### config.mk
export PLATFORM = sky130hd
export DESIGN_NAME = flash_sample_streamer_flat
export DESIGN_NICKNAME = d
export VERILOG_FILES = /design/src/rtl/flash_sample_streamer_if.sv /design/src/rtl/flash_sample_streamer.sv /design/src/flat_wrapper.sv
export SDC_FILE = /design/constraint.sdc
export NUM_CORES = 1
export LEC_CHECK = 0
export CORE_ASPECT_RATIO = 0.9
export CORE_MARGIN = 2
export CORE_UTILIZATION = 40
export DETAILED_ROUTE_END_ITERATION = 10
export GPL_ROUTABILITY_DRIVEN = 0
export SLEW_MARGIN = 0
export SYNTH_ARGS = -nofsm -noshare
export SYNTH_HDL_FRONTEND = slang
export SYNTH_SLANG_ARGS = --single-unit
### constraint.sdc
create_clock -name clk -period 5.8 [get_ports clk]
set_input_delay 1.74 -clock clk [delete_from_list [all_inputs] [get_ports clk]]
set_output_delay 1.74 -clock clk [all_outputs]
set_load 0.005 [all_outputs]
### src/rtl/flash_sample_streamer_if.sv
// flash_sample_streamer_if
//   Parallel NOR flash read bus between the sample streamer and the flash.
//   Parameter ADDR_W : flash byte-address width.
//   Signals:
//     FL_ADDR  [ADDR_W-1:0]  byte address (streamer -> flash)
//     FL_DQ    [7:0]         read data    (flash -> streamer)
//     FL_OE_N, FL_CE_N, FL_WE_N, FL_RST_N  active-low strobes (streamer -> flash)
//   Modports: master = streamer side, slave = flash side.
interface flash_sample_streamer_if #(
  parameter int ADDR_W = 23
);
  logic [ADDR_W-1:0] FL_ADDR;
  logic [7:0]        FL_DQ;
  logic              FL_OE_N;
  logic              FL_CE_N;
  logic              FL_WE_N;
  logic              FL_RST_N;

  modport master (
    output FL_ADDR, FL_OE_N, FL_CE_N, FL_WE_N, FL_RST_N,
    input  FL_DQ
  );

  modport slave (
    input  FL_ADDR, FL_OE_N, FL_CE_N, FL_WE_N, FL_RST_N,
    output FL_DQ
  );
endinterface

### src/rtl/flash_sample_streamer.sv
// flash_sample_streamer
//   Streams little-endian multi-byte PCM samples from parallel NOR flash to
//   the codec, one sample per sample_req pulse. Keeps a table of songs with
//   play/pause, restart, next/prev (wrapping) and auto-advance at song end.
//   Speed is done by sample stepping: fast skips every other sample, slow
//   serves each sample twice.
//
//   Ports:
//     clk, Reset        clock, synchronous active-high reset
//     sample_req        codec pulse: consume one sample
//     play_pause        pulse: toggle playing
//     restart           pulse: jump to start of current song
//     next_song         pulse: song+1 (wraps to 0)
//     prev_song         pulse: song-1 (wraps to NUM_SONGS-1)
//     speed [1:0]       00/11 normal, 01 fast, 10 slow
//     fl                flash bus (master modport)
//     sample_out [SW]   sample presented to the codec
//     song_idx [SI_W]   current song
//     playing           1 = playing, 0 = paused
//     underrun_cnt[16]  only with FLASH_STREAMER_UNDERRUN_CNT_EN defined:
//                       saturating count of requests served from an empty
//                       buffer, cleared on any song change
//
//   State | meaning
//   SETUP | clear byte/wait counters, decide whether to fetch
//   FETCH | flash enabled, reading the bytes of one sample
//   HOLD  | sample buffered (or paused), wait for it to be consumed
module flash_sample_streamer #(
  parameter int ADDR_W       = 23,
  parameter int SAMPLE_BYTES = 2,
  parameter int NUM_SONGS    = 2,
  parameter logic [(NUM_SONGS+1)*ADDR_W-1:0] SONG_BOUNDS =
    {23'd4194304, 23'd2274217, 23'd0},
  parameter int FLASH_WAIT   = 4,
  localparam int SW   = 8 * SAMPLE_BYTES,
  localparam int SI_W = (NUM_SONGS > 1) ? $clog2(NUM_SONGS) : 1
) (
  input  logic                           clk,
  input  logic                           Reset,
  input  logic                           sample_req,
  input  logic                           play_pause,
  input  logic                           restart,
  input  logic                           next_song,
  input  logic                           prev_song,
  input  logic [1:0]                     speed,
  flash_sample_streamer_if.master        fl,
  output logic [SW-1:0]                  sample_out,
  output logic [SI_W-1:0]                song_idx,
  output logic                           playing
`ifdef FLASH_STREAMER_UNDERRUN_CNT_EN
  , output logic [15:0]                  underrun_cnt
`endif
);

  localparam int BC_W = (SAMPLE_BYTES > 1) ? $clog2(SAMPLE_BYTES) : 1;
  localparam int WC_W = (FLASH_WAIT > 1) ? $clog2(FLASH_WAIT) : 1;

  typedef enum logic [1:0] {SETUP, FETCH, HOLD} state_t;

  state_t            state, state_nxt;
  logic [ADDR_W-1:0] sample_idx;
  logic [BC_W-1:0]   byte_ctr;
  logic [WC_W-1:0]   wait_ctr;
  logic [SW-1:0]     sample_buf;
  logic              buf_full;
  logic              served_once;

  logic              fl_active, byte_done, sample_done;
  logic              take_prev, take_next, take_restart, take_pp, take_req, take_auto;
  logic              song_chg;
  logic [SI_W-1:0]   song_inc, song_dec, song_tgt;
  logic [ADDR_W-1:0] end_bound, step_amt, byte_addr;
  logic              at_end, slow;

  function automatic logic [ADDR_W-1:0] song_bound(input int i);
    return SONG_BOUNDS[i*ADDR_W +: ADDR_W];
  endfunction

  assign song_inc  = (song_idx == SI_W'(NUM_SONGS - 1)) ? '0 : song_idx + SI_W'(1);
  assign song_dec  = (song_idx == '0) ? SI_W'(NUM_SONGS - 1) : song_idx - SI_W'(1);
  assign end_bound = song_bound(int'(song_idx) + 1);
  // The index is advanced when a sample is fetched, so the end is only acted
  // on once that last buffered sample has been consumed.
  assign at_end    = (sample_idx >= end_bound);
  assign step_amt  = (speed == 2'b01) ? ADDR_W'(2) : ADDR_W'(1);
  assign slow      = (speed == 2'b10);
  assign byte_addr = sample_idx * ADDR_W'(SAMPLE_BYTES) + ADDR_W'(byte_ctr);

  // Fixed priority; anything below the winner is dropped for this cycle.
  assign take_prev    = prev_song;
  assign take_next    = !prev_song && next_song;
  assign take_restart = !prev_song && !next_song && restart;
  assign take_pp      = !prev_song && !next_song && !restart && play_pause;
  assign take_req     = !prev_song && !next_song && !restart && !play_pause && sample_req;
  assign take_auto    = !prev_song && !next_song && !restart && !play_pause && !sample_req
                        && !buf_full && at_end;
  assign song_chg     = take_prev || take_next || take_restart || take_auto;

  always_comb begin
    song_tgt = song_idx;
    if (take_prev)
      song_tgt = song_dec;
    else if (take_next || take_auto)
      song_tgt = song_inc;
  end

  assign fl.FL_ADDR  = fl_active ? byte_addr : '0;
  assign fl.FL_CE_N  = !fl_active;
  assign fl.FL_OE_N  = !fl_active;
  assign fl.FL_WE_N  = 1'b1;
  assign fl.FL_RST_N = 1'b1;

  always_ff @(posedge clk) begin
    if (Reset)
      state <= SETUP;
    else
      state <= state_nxt;
  end

  always_comb begin
    state_nxt   = state;
    fl_active   = 1'b0;
    byte_done   = 1'b0;
    sample_done = 1'b0;
    case (state)
      SETUP: state_nxt = (playing && !buf_full) ? FETCH : HOLD;
      FETCH: begin
        fl_active = 1'b1;
        if (wait_ctr == WC_W'(FLASH_WAIT - 1)) begin
          byte_done = 1'b1;
          if (byte_ctr == BC_W'(SAMPLE_BYTES - 1)) begin
            sample_done = 1'b1;
            state_nxt   = HOLD;
          end
        end
      end
      HOLD: if (!buf_full && playing) state_nxt = SETUP;
      default: state_nxt = SETUP;
    endcase
    if (song_chg)
      state_nxt = SETUP;
  end

  always_ff @(posedge clk) begin
    if (Reset) begin
      sample_idx  <= song_bound(0);
      byte_ctr    <= '0;
      wait_ctr    <= '0;
      sample_buf  <= '0;
      buf_full    <= 1'b0;
      served_once <= 1'b0;
      sample_out  <= '0;
      song_idx    <= '0;
      playing     <= 1'b1;
    end else if (song_chg) begin
      sample_idx  <= song_bound(int'(song_tgt));
      song_idx    <= song_tgt;
      byte_ctr    <= '0;
      wait_ctr    <= '0;
      buf_full    <= 1'b0;
      served_once <= 1'b0;
      sample_out  <= '0;
    end else begin
      if (take_pp)
        playing <= !playing;

      if (state == SETUP) begin
        byte_ctr <= '0;
        wait_ctr <= '0;
      end

      if (state == FETCH) begin
        if (byte_done) begin
          sample_buf[{byte_ctr, 3'b000} +: 8] <= fl.FL_DQ;
          wait_ctr <= '0;
          if (!sample_done)
            byte_ctr <= byte_ctr + BC_W'(1);
        end else begin
          wait_ctr <= wait_ctr + WC_W'(1);
        end
        if (sample_done) begin
          buf_full    <= 1'b1;
          served_once <= 1'b0;
          sample_idx  <= sample_idx + step_amt;
        end
      end

      if (take_req) begin
        if (!playing) begin
          sample_out <= '0;
        end else if (buf_full) begin
          sample_out <= sample_buf;
          if (slow && !served_once) begin
            served_once <= 1'b1;
          end else begin
            buf_full    <= 1'b0;
            served_once <= 1'b0;
          end
        end
      end
    end
  end

`ifdef FLASH_STREAMER_UNDERRUN_CNT_EN
  always_ff @(posedge clk) begin
    if (Reset || song_chg)
      underrun_cnt <= '0;
    else if (take_req && playing && !buf_full && (underrun_cnt != 16'hFFFF))
      underrun_cnt <= underrun_cnt + 16'd1;
  end
`endif

endmodule
### src/flat_wrapper.sv
// flat-port wrapper written by rule: the top's interface ports become plain ports
module flash_sample_streamer_flat 
#(
  parameter int ADDR_W       = 23,
  parameter int SAMPLE_BYTES = 2,
  parameter int NUM_SONGS    = 2,
  parameter logic [(NUM_SONGS+1)*ADDR_W-1:0] SONG_BOUNDS =
    {23'd4194304, 23'd2274217, 23'd0},
  parameter int FLASH_WAIT   = 4,
  localparam int SW   = 8 * SAMPLE_BYTES,
  localparam int SI_W = (NUM_SONGS > 1) ? $clog2(NUM_SONGS) : 1
)
  (clk, Reset, sample_req, play_pause, restart, next_song, prev_song, speed, sample_out, song_idx, playing, fl_FL_ADDR, fl_FL_OE_N, fl_FL_CE_N, fl_FL_WE_N, fl_FL_RST_N, fl_FL_DQ);
  flash_sample_streamer_if #(.ADDR_W(ADDR_W)) fl_i ();
  input  logic clk;
  input  logic Reset;
  input  logic sample_req;
  input  logic play_pause;
  input  logic restart;
  input  logic next_song;
  input  logic prev_song;
  input  logic [1:0] speed;
  output logic [SW-1:0] sample_out;
  output logic [SI_W-1:0] song_idx;
  output logic playing;
  output wire logic [$bits(fl_i.FL_ADDR)-1:0] fl_FL_ADDR;
  output wire logic [$bits(fl_i.FL_OE_N)-1:0] fl_FL_OE_N;
  output wire logic [$bits(fl_i.FL_CE_N)-1:0] fl_FL_CE_N;
  output wire logic [$bits(fl_i.FL_WE_N)-1:0] fl_FL_WE_N;
  output wire logic [$bits(fl_i.FL_RST_N)-1:0] fl_FL_RST_N;
  input wire logic [$bits(fl_i.FL_DQ)-1:0] fl_FL_DQ;
  assign fl_FL_ADDR = fl_i.FL_ADDR;
  assign fl_FL_OE_N = fl_i.FL_OE_N;
  assign fl_FL_CE_N = fl_i.FL_CE_N;
  assign fl_FL_WE_N = fl_i.FL_WE_N;
  assign fl_FL_RST_N = fl_i.FL_RST_N;
  assign fl_i.FL_DQ = fl_FL_DQ;
  flash_sample_streamer #(.ADDR_W(ADDR_W), .SAMPLE_BYTES(SAMPLE_BYTES), .NUM_SONGS(NUM_SONGS), .SONG_BOUNDS(SONG_BOUNDS), .FLASH_WAIT(FLASH_WAIT)) u_core (.clk(clk), .Reset(Reset), .sample_req(sample_req), .play_pause(play_pause), .restart(restart), .next_song(next_song), .prev_song(prev_song), .speed(speed), .fl(fl_i), .sample_out(sample_out), .song_idx(song_idx), .playing(playing));
endmodule
# Word-level counts from Yosys, hierarchy flattened
# Cells that the tools add are included.
# totals
reg_bits,64
inputBits,17
word_cells,112
out_inout_bits,45
# op_classes
n_mul,2
bitwise_logic,1
eq_ne,9
muxes,42
reduce_logical,35
n_addsub,8
shift,4
n_lt_le_gt_ge,1
# ops
op,n
"69-bit by 32-bit indexed part select with 23-bit output, first input constant",2
23-bit two-way mux,4
"32-bit by 6-bit multiplier with 32-bit output, second input constant",1
16-bit two-way mux,2
1-bit two-way mux,26
23-bit by 1-bit adder with 23-bit output,1
23-bit adder,1
23-bit greater-or-equal comparator,1
16-bit bitwise mux,1
2-bit two-way mux,8
"8-bit by 6-bit variable shift with 16-bit output, first input constant",1
8-bit by 6-bit indexed part select with 16-bit output,1
1-bit logical AND,12
1-bit logical NOT,9
"2-bit == test, second input constant",3
"1-bit by 5-bit multiplier with 6-bit output, second input constant",1
"2-bit by 1-bit != test with 1-bit output, second input constant",3
4-bit negator with 6-bit output,1
2-bit one-hot mux with 3 select lines,1
2-bit AND reduction,3
3-bit AND reduction,2
2-bit nonzero test,3
"2-bit by 1-bit == test with 1-bit output, second input constant",2
1-bit logical OR,4
other kinds (8),9

# Logic depth before layout (Yosys ltp)
# logic_depth
word_depth,13
mapped_depth,10

# Worst setup path after synthesis
# No wires, ideal clock.
# synth_timing
kind,input-to-reg
startpoint,in next_song
endpoint,reg u_core.sample_idx[8]
required_time_ps,5678
n_path_buf,2
path_stages,9
t_arrival_ps,3686
setup_slack_ps,1993
cell_sequence,or3_1 clkbuf_1 nor2b_1 clkbuf_1 nand2_1 o32ai_1 o31a_1 nor2_1 o311a_1
# synth_between
elab_chain_cells,13
word_cells_on_any_way,21
classes_between,1 x mul; 1 x shift; 3 x mux; 16 x reduce/logical
# synth_rtl
item,line_no,source
start: declaration,flat_wrapper.sv:20,input logic next_song;
1-bit logical NOT,"flash_sample_streamer.sv:92, flash_sample_streamer.sv:95",
1-bit logical AND,"flash_sample_streamer.sv:92, flash_sample_streamer.sv:95",
1-bit logical AND (3 in a row),flash_sample_streamer.sv:95,assign take_auto = !prev_song && !next_song && !restart && !play_pause && !sample_req
1-bit logical AND (2 in a row),flash_sample_streamer.sv:96,&& !buf_full && at_end;
1-bit logical OR,flash_sample_streamer.sv:103,else if (take_next || take_auto)
1-bit two-way mux,flash_sample_streamer.sv:103,
1-bit two-way mux,flash_sample_streamer.sv:101,if (take_prev)
1-bit by 5-bit multiplier with 6-bit output,flash_sample_streamer.sv:76,return SONG_BOUNDS[i*ADDR_W +: ADDR_W];
69-bit by 32-bit indexed part select with 23-bit output,flash_sample_streamer.sv:76,
23-bit two-way mux,flash_sample_streamer.sv:155,end else if (song_chg) begin
end signal: assignment,flash_sample_streamer.sv:146,sample_idx <= song_bound(0);
end signal: assignment,flash_sample_streamer.sv:156,sample_idx <= song_bound(int'(song_tgt));
end signal: assignment,flash_sample_streamer.sv:184,sample_idx <= sample_idx + step_amt;
end: declaration,flash_sample_streamer.sv:61,logic [ADDR_W-1:0] sample_idx;
# Parallel ways exist; a longest one is shown, timed or not.
# A chain may end at the register's enable or synchronous reset.

# Worst setup path after layout
# layout_timing
startpoint,in next_song
endpoint,reg u_core.served_once
# layout_between
elab_chain_cells,9
word_cells_on_any_way,15
classes_between,1 x mux; 14 x reduce/logical
# layout_rtl
item,line_no,source
1-bit logical NOT,"flash_sample_streamer.sv:92, flash_sample_streamer.sv:94, flash_sample_streamer.sv:95",
1-bit logical AND,"flash_sample_streamer.sv:92, flash_sample_streamer.sv:94, flash_sample_streamer.sv:95",
1-bit logical AND (2 in a row),"flash_sample_streamer.sv:94, flash_sample_streamer.sv:95",
1-bit logical AND,flash_sample_streamer.sv:95,
1-bit logical AND (2 in a row),flash_sample_streamer.sv:96,
1-bit logical OR,flash_sample_streamer.sv:97,assign song_chg = take_prev || take_next || take_restart || take_auto;
2-bit OR reduction (no line),--,
end signal: assignment,flash_sample_streamer.sv:151,served_once <= 1'b0;
end signal: assignment,flash_sample_streamer.sv:161,served_once <= 1'b0;
end signal: assignment,flash_sample_streamer.sv:183,served_once <= 1'b0;
end: declaration,flash_sample_streamer.sv:66,logic served_once;
# Parallel ways exist; a longest one is shown, timed or not.

==> impl_metrics.toml <==
[status]
status = "finished clean"

[layout]
multi_input_area_um2 = 1870
post-route-cell-area_um2 = 4120
seq_area_um2 = 1280
drive_gt1_frac = 0.0698
antenna_cells = 0
nets = 458
n_fill_cell = 767
area_delta_synth_final_pct = 26.3

[synthesis]
synth-edff-count = 0
synth.distinct_cells = 50
ys_seq_elements = 64
ys_top_cells_by_area = "dfxtp_1 39%, nor2_1 7.7%, ha_1 5.7%, mux2i_1 4.9%, and2_1 4.4%"
synthCells = 369
netlist_area_um2 = 3270
async_reset_ff_frac = 0
post-synth-top-area-fraction = 0.392
ys_warn_count = 0
syn_avg_cell_area_um2 = 8.85
yosysTopAreaCell = "dfxtp_1"
synth-main-ff-cell = "dfxtp_1"
seq_area_frac_synth = 0.392

[routing]
ant_nets = 0
wl_per_cell_um = 15.3
drt_iter0_drc = 171
vias = 2773
dr.pass1.iters = 4
drc = 0
wirelength_mm = 8.07
viasPerCell = 5.24

[sta]
max_freq_mhz = 239
worst_slew_pin_slew_ns = 1.02
finalCritPeriodShare = 0.723
slew_viol_final = 0
finalWorstSetupSlack_ns = 1.61
finalHoldViolCount = 0
rsz0062_at_grt = "no"
relSlewSlack = 0.320
skew_ns = 0.00889
finalSetupViolCount = 0
setup_tns_ns = 0
period_needed_ns = 4.19

[placed_design]
dp_hpwl_mm = 5.81
place_ws_ns = 1.28
io_buffers = 59
dpl_cell_area_um2 = 3930

[power_and_ir_drop]
ir_drop_uv = 116
p_leak_uw = 0.00144
p_per_area_nw_per_um2 = 233

[die]
dieArea_um2 = 8900
ios = 62
placementRows = 31
die_w_um = 99.2
die_height_um = 89.7
start_util = 0.409
core-area_um2 = 7990

[clocking]
clock-sinks = 64
cts_tree = "done"
clk_pin_slew_ns = 0.08
post-cts-setup-buffers = 0
cts_root_buf = "clkbuf_8"
cts_hold_buf = 0
h-tree-depth = 3
cts_inserted_buffers = 9
cts_buffer_depth = 2
clk_latency_ns = 0.35
post_cts_resized = 0

[critical_path]
crit_chain = "clkdlybuf4s50_1 > or3_1 > nor2b_1 > a21oi_1 > nand2_1 > buf_4 > a211oi_1"
crit_type = "input pin to register"
cp_max_fo = 35
slowest_stage = "or3_1"
setup.worst_path.start_class = "input pin"
critPathMaxStageDelay_ns = 0.56
critPathCaptureType = "register"
crit_required_ns = 5.99
cp.arrival_ns = 4.38

[worst_hold_path]
hold_class = "register to register"

[grt]
grt_pass1_vias = 2613
antenna_found_initial = 0
grt_max_degree = 36
grt_first_pass_wirelength_mm = 13.0
gr-total-overflow = 0
track_usage = 0.183

[flow_run]
maxCapViolCount = 0
## stage by stage
stage | hold slack, ns | total power (uW) | cells | util
2_1_floorplan | 0.461 | 543 | 370 | -
3_3_place_gp | 0.474 | 581 | 513 | 0.491
3_5_place_dp | 0.487 | 583 | 513 | 0.491
4_1_cts | 0.505 | 970 | 529 | 0.516
5_1_grt | 0.520 | 999 | 529 | 0.516
6_report | 0.501 | 960 | 529 | 0.516
## where the power goes
part	internal [uW]	leakage (uW)	switching (uW)
Clock	200	0.0000887	187
Combinational	51.7	0.000836	55.0
Sequential	449	0.000519	17.4
## state kept, by name (all words and copies together) (netlist names), 2 cells and up
register,cells
u_core.sample_idx,23
u_core.sample_buf,16
u_core.sample_out,16
u_core.state,2
u_core.wait_ctr,2
## cell type report
class                           instances  share of cell area
Sequential cell                        64               0.311
Clock inverter                          6              0.0170
Clock buffer                           10              0.0309
Inverter                               10             0.00910
Multi-Input combinational cell        278               0.454
Timing Repair Buffer                   62               0.149
Tap cell                               99              0.0300
## synthesized netlist by cell type (2+ instances only)
master / count
a211o_1: 2
a31oi_1: 4
nor3b_1: 4
a21o_1: 3
inv_1: 10
o21ai_0: 5
nand3_1: 10
a21oi_1: 9
xnor2_1: 16
a211oi_1: 4
a22oi_1: 18
and2_1: 23
mux2i_1: 16
ha_1: 15
nor3_1: 5
nand2b_1: 4
buf_4: 3
clkbuf_1: 14
dfxtp_1: 64
and4b_1: 2
or3_1: 5
nor2b_1: 4
nand2_1: 21
and3_1: 6
nor2_1: 67
nor4_1: 3
xor2_1: 5
o221a_2: 5
## logic make-up (layout without fill, tap and decap cells)
group,after synthesis,after routing,share of synthesized area
AOI/OAI and AO/OA,62,62,0.159
xor gates and xnor gates,21,21,0.0563
adders and majority gates,16,16,0.0636
buffers and inverters,28,88,0.0360
DFF,64,64,0.392
muxes,16,16,0.0490
other,1,2,0.00115
and+or+nand+nor,161,161,0.243
## critical path: cells and delay by family
kind,cells,cell delay (ns)
AND/OR/NAND/NOR,3,1.27
buffers and inverters,2,0.81
AO/OA/AOI/OAI,2,0.54
## metal layers
metal / GRT usage / vias up / wire, um
met5: 0 / - / 0
met2: 0.267 / 69 / 3550
met1: 0.266 / 1302 / 4030
met4: 0.0559 / 0 / 51
met3: 0.0451 / 6 / 431
li1: - / 1396 / -
## final timing paths
check	slack, ns	startpoint	endpoint	depth (start not counted)
setup / recovery	1.61	next_song	u_core.served_once$_SDFF_PP0_	7
hold / removal	0.50	u_core.sample_out[9]$_SDFFE_PP0P_	u_core.sample_out[9]$_SDFFE_PP0P_	2
setup reg to reg	2.16	u_core.song_idx$_SDFFE_PP0P_	u_core.state[0]$_SDFFE_PP0P_	10
hold reg to reg	0.50	u_core.sample_out[9]$_SDFFE_PP0P_	u_core.sample_out[9]$_SDFFE_PP0P_	2
## layout by cell type, fill, tap and decap left out, types with 4 or more instances in the layout
master and n:
a211oi_1 4, a21oi_1 9, a22oi_1 18, a31oi_1 4
and2_1 23, and3_1 6, clkbuf_8 9, clkdlybuf4s50_1 59
dfxtp_1 64, ha_1 15, inv_1 10, mux2i_1 16
nand2_1 21, nand2b_1 4, nand3_1 10, nor2_1 67
nor2b_1 4, nor3_1 5, nor3b_1 4, o21ai_0 5
o221a_2 5, or3_1 5, xnor2_1 16, xor2_1 5
Power figures use the tool's default switching activity.
